### config.mk
export PLATFORM = sky130hd
export DESIGN_NAME = imm_extend_pipe
export DESIGN_NICKNAME = d
export VERILOG_FILES = /design/src/rtl/imm_extend_pipe.sv
export SDC_FILE = /design/constraint.sdc
export NUM_CORES = 1
export LEC_CHECK = 0
export CAP_MARGIN = 10
export CORE_MARGIN = 10
export CORE_UTILIZATION = 40
export DETAILED_ROUTE_END_ITERATION = 12
export PLACE_DENSITY = 0.76
export SLEW_MARGIN = 20
export SYNTH_ARGS = -nofsm -noshare
export SYNTH_HDL_FRONTEND = slang
export SYNTH_SLANG_ARGS = --single-unit
export TNS_END_PERCENT = 20
### constraint.sdc
create_clock -name clk_i -period 2.8 [get_ports clk_i]
set_input_delay 0.56 -clock clk_i [delete_from_list [all_inputs] [get_ports clk_i]]
set_output_delay 0.56 -clock clk_i [all_outputs]
set_load 0.02 [all_outputs]
### src/rtl/imm_extend_pipe.sv
// Immediate-extension unit: widens an IN_W-bit immediate in one of four modes
// and buffers results in a 2-entry FIFO behind a valid/ready handshake.
module imm_extend_pipe #(
    parameter int IN_W  = 16,
    parameter int OUT_W = 32,
    parameter int CNT_W = 16
) (
    input  logic             clk_i,
    input  logic             rst_i,
    input  logic             valid_i,
    output logic             ready_o,
    input  logic [IN_W-1:0]  data_i,
    input  logic [1:0]       mode_i,
    output logic             valid_o,
    input  logic             ready_i,
    output logic [OUT_W-1:0] data_o,
    output logic [1:0]       mode_o,
    output logic [1:0]       count_o,
    output logic [CNT_W-1:0] xfer_cnt_o
);

    localparam logic [1:0] MODE_SIGN   = 2'b00;
    localparam logic [1:0] MODE_ZERO   = 2'b01;
    localparam logic [1:0] MODE_UPPER  = 2'b10;
    localparam logic [1:0] MODE_BRANCH = 2'b11;
    localparam logic [CNT_W-1:0] CNT_ONE = {{(CNT_W-1){1'b0}}, 1'b1};

    logic [OUT_W-1:0] sext;
    logic [OUT_W-1:0] ext_data;

    assign sext = {{(OUT_W-IN_W){data_i[IN_W-1]}}, data_i};

    always_comb begin
        ext_data = '0;
        case (mode_i)
            MODE_SIGN:   ext_data = sext;
            MODE_ZERO:   ext_data = {{(OUT_W-IN_W){1'b0}}, data_i};
            MODE_UPPER:  ext_data = {data_i, {(OUT_W-IN_W){1'b0}}};
            MODE_BRANCH: ext_data = {sext[OUT_W-3:0], 2'b00};
            default:     ext_data = '0;
        endcase
    end

    logic [OUT_W-1:0] data_mem [2];
    logic [1:0]       mode_mem [2];
    logic [1:0]       count_reg, count_next;
    logic             wr_ptr_reg, rd_ptr_reg;
    logic [CNT_W-1:0] xfer_cnt_reg;
    logic             push, pop;

    assign ready_o = (count_reg != 2'd2);
    assign valid_o = (count_reg != 2'd0);
    assign push    = valid_i && ready_o;
    assign pop     = valid_o && ready_i;

    // Stale entries are masked so nothing leaks out while the FIFO is empty.
    assign data_o     = valid_o ? data_mem[rd_ptr_reg] : '0;
    assign mode_o     = valid_o ? mode_mem[rd_ptr_reg] : 2'b00;
    assign count_o    = count_reg;
    assign xfer_cnt_o = xfer_cnt_reg;

    generate
        for (genvar gi = 0; gi < 2; gi++) begin : g_entry
            always_ff @(posedge clk_i or posedge rst_i) begin
                if (rst_i) begin
                    data_mem[gi] <= '0;
                    mode_mem[gi] <= 2'b00;
                end else if (push && (wr_ptr_reg == 1'(gi))) begin
                    data_mem[gi] <= ext_data;
                    mode_mem[gi] <= mode_i;
                end
            end
        end
    endgenerate

    always_comb begin
        count_next = count_reg;
        case ({push, pop})
            2'b10:   count_next = count_reg + 2'd1;
            2'b01:   count_next = count_reg - 2'd1;
            default: count_next = count_reg;
        endcase
    end

    always_ff @(posedge clk_i or posedge rst_i) begin
        if (rst_i) begin
            count_reg    <= 2'd0;
            wr_ptr_reg   <= 1'b0;
            rd_ptr_reg   <= 1'b0;
            xfer_cnt_reg <= '0;
        end else begin
            count_reg <= count_next;
            if (push) begin
                wr_ptr_reg <= ~wr_ptr_reg;
            end
            if (pop) begin
                rd_ptr_reg   <= ~rd_ptr_reg;
                xfer_cnt_reg <= xfer_cnt_reg + CNT_ONE;
            end
        end
    end

endmodule

==> key figures <==
Status
  – Outcome: completed

Worst setup path
  – RR Endpoint: count_o[1]
  – Largest stage delay on the critical path: 0.56 ns
  – R2R setup slack: 0.75 ns
  – Critical Path Sink: data_o[29]
  – Worst EP arrival: 2.02 ns
  – Req. time, crit path: 2.24 ns
  – Critical path class: flop to output pin
  – Crit. Startpoint: count_o[0]
  – Worst reg2reg path depth: 9
  – Cell Chain, Critical Path: nor2_2 -> buf_4 -> nor2_1 -> clkdlybuf4s50_1
  – Critical Path Sink Type: output pin
  – Slowest cell on crit path: clkdlybuf4s50_1
  – Worst-path maximum fanout: 35
  – Worst R2R Start: count_o[0]
  – CP Launch Type: flop

Finish
  – Final layout net count: 518
  – Layout cell share with drive strength beyond 1: 11.2%
  – Max reg flops: 64
  – Fill cells: 926
  – Largest register by flop count: data_mem
  – Area grow syn2layout: 25.4%
  – Antenna Cells: 0

Timing
  – Final Hold Vio Count: 0
  – Peak Freq: 0.388 GHz
  – Max Slew Vio Count: 0
  – Clock Skews: 0.00651 ns
  – Worst-margin pin slew: 0.608 ns
  – Slew HR: 59.4%
  – RSZ-0062 raised after global routing: false
  – Setup Viol. Count Final: 0
  – Fin Setup TNS: 0 ns
  – Min Tclk post-route: 2.58 ns
  – Fin crit share: 92.0%

Power and ir drop
  – Static Leak: 2.38 nW
  – Worst vdd ir: 0.000513 V
  – Design Power: 5.84 mW
  – PwrDens: 1100 nW/um^2

Clock tree
  – CTS buffer count: 9
  – H-tree Lvls: 3
  – Post-CTS sizing: 0
  – Clk_lat worst skew: 0.35 ns
  – CTS root buffer: clkbuf_8
  – CTS tree: yes
  – CTS max path bufs: 2
  – Postcts setup bufs: 0
  – Cts hold-fix bufs: 0
  – Sink Count: 88
  – Clk slew on worst S/H paths: 0.08 ns

Die
  – Row count: 37
  – CORE AREA: 10300 um^2
  – Die width: 123 um
  – Die height: 123 um
  – Initial core utilization: 40.9%
  – Ports: 76
  – Die area: 15100 um^2

Logic synthesis
  – Cell variety after synth: 30
  – Syn_area_per_cell: 9.87 um^2
  – Synth warn: 0
  – Gate count of the mapped netlist: 428
  – Post-synth design cell area: 4220 um^2
  – Syn_nets: 452
  – #FFs+latches synth: 88
  – Register area share after synthesis: 52.1%

Routing
  – Antenna-violating nets left: 0
  – Detailed Routing Iterations Pass 1: 4
  – Routed WL: 10300 um
  – Residual DRC: 0
  – Via/cell ratio: 5.09
  – Routed length per instance: 16.2 um
  – 1st-iter DRT viols: 213
  – Routed vias: 3231

Placement
  – Post-DP HPWL: 7530 um
  – Final Wtd Congestion: 0.780
  – Port Buffers: 75

GRT
  – All-Layer GR Usage: 14.1%
  – Number of global-route vias before repair: 3287
  – First-pass GRT wire length: 17000 um
  – Grt ovf: 0
  – Largest net degree at the start of global routing: 71
  – Antenna violations before repair: 0

Flow run
  – Maxcap violations: 0

Hold path
  – Min-Delay Path Class: flop to flop
## cells by family after synthesis
logic type                 share of synthesized area [%]
AOI/OAI and AO/OA                                   10.7
and+or+nand+nor                                     14.4
DFF                                                 52.1
adders and majority gates                          0.592
xor gates and xnor gates                            3.94
buffers and inverters                               3.47
muxes                                               14.7
## power breakdown
group          switching (mW)  internal (mW)
combinational            1.60           1.37
sequential              0.313           1.79
clock                   0.422          0.345
## final cells by class
cell class / instances / area (um^2) / share of cell area [%]
clock inverters: 3 / 17.5 / 0.331
flip-flops and latches: 88 / 2200 / 41.6
clock buffers: 13 / 149 / 2.81
multi-input cells: 305 / 1880 / 35.5
inverters: 5 / 22.5 / 0.425
repair buffers: 85 / 851 / 16.1
well taps: 136 / 170 / 3.21
## stage by stage
stage	util, %	hold WS, ns	area, um^2	cells	worst slack (ns)
6_report	51.3	0.481	5300	635	0.225
5_1_grt	51.3	0.503	5300	635	0.0946
4_1_cts	51.3	0.484	5300	635	0.195
3_5_place_dp	49.7	0.464	5130	619	0.534
3_3_place_gp	49.7	0.461	5130	619	0.568
2_1_floorplan	-	0.445	4230	428	0.876
## Yosys cell counts
cell	instances	area (um^2)
a21oi_1	30	150
a31oi_1	1	6.26
and2_1	1	6.26
and3_1	2	12.5
and3b_1	1	8.76
and4_1	1	8.76
buf_2	6	30.0
buf_6	1	11.3
clkbuf_1	23	86.3
dfrtp_1	88	2200
ha_1	2	25.0
inv_1	5	18.8
mux2_2	25	282
mux2i_1	34	340
nand2_1	62	233
nand2b_1	5	31.3
nand3_1	5	25.0
nand3b_1	1	7.51
nand4_1	1	6.26
nor2_1	40	150
nor2b_1	14	87.6
nor3_1	1	5.00
nor3_2	1	10.0
o211ai_2	1	12.5
o21a_1	1	7.51
o21ai_0	55	275
or2_2	1	6.26
or4_4	1	11.3
xnor2_1	13	114
xor2_1	6	52.6
## worst max-delay path, delay by kind of cell, from the launching register on
| kind | cells | cell delay, ns |
|---|---|---|
| buffers and inverters | 2 | 0.92 |
| AND/OR/NAND/NOR | 2 | 0.27 |
| flip-flops | 1 | 0.47 |
## cell usage in the layout, fill, tap and decap left out
cell              n
o21a_1            1
buf_4             8
mux2_2           25
clkbuf_1          3
nand2b_1          5
clkbuf_8         10
xnor2_1          13
nor3_1            1
nand3b_1          1
a21oi_1          30
nand3_1           4
clkdlybuf4s50_1  75
and2_1            1
nand4_1           1
a31oi_1           1
clkinv_2          2
mux2i_1          34
o21ai_0          55
dfrtp_1          87
and3_1            2
o211ai_2          1
nor2_1           39
and4_1            1
or4_4             1
buf_12            2
dfrtp_2           1
nor3_2            1
inv_1             4
clkinvlp_4        2
nand3_2           1
and3b_1           1
nor2_2            1
or2_2             1
ha_1              2
xor2_1            6
nor2b_1          14
nand2_1          62
## worst min path at each step
| stage | startpoint | to | slack [ns] | cells after the start |
|---|---|---|---|---|
| final | mode_mem[3] | mode_mem[3] | 0.48 | 2 |
| after global routing | data_mem[41] | data_mem[41] | 0.50 | 2 |
| after CTS | mode_mem[3] | mode_mem[3] | 0.48 | 2 |
| after detailed placement | mode_mem[3] | mode_mem[3] | 0.46 | 2 |
| after global placement | data_mem[41] | data_mem[41] | 0.46 | 2 |
| after floorplan | mode_mem[3] | mode_mem[3] | 0.45 | 2 |
## layer usage
layer  GRT usage [%]  routed length (um)  part of all wire [%]
met1            17.9                4540                    44
met2            23.0                5060                    49
met3            3.17                 515                   5.0
met5               0                   0                     0
met4            5.08                 144                   1.4
Note: power is estimated with default switching activity, not from simulation.
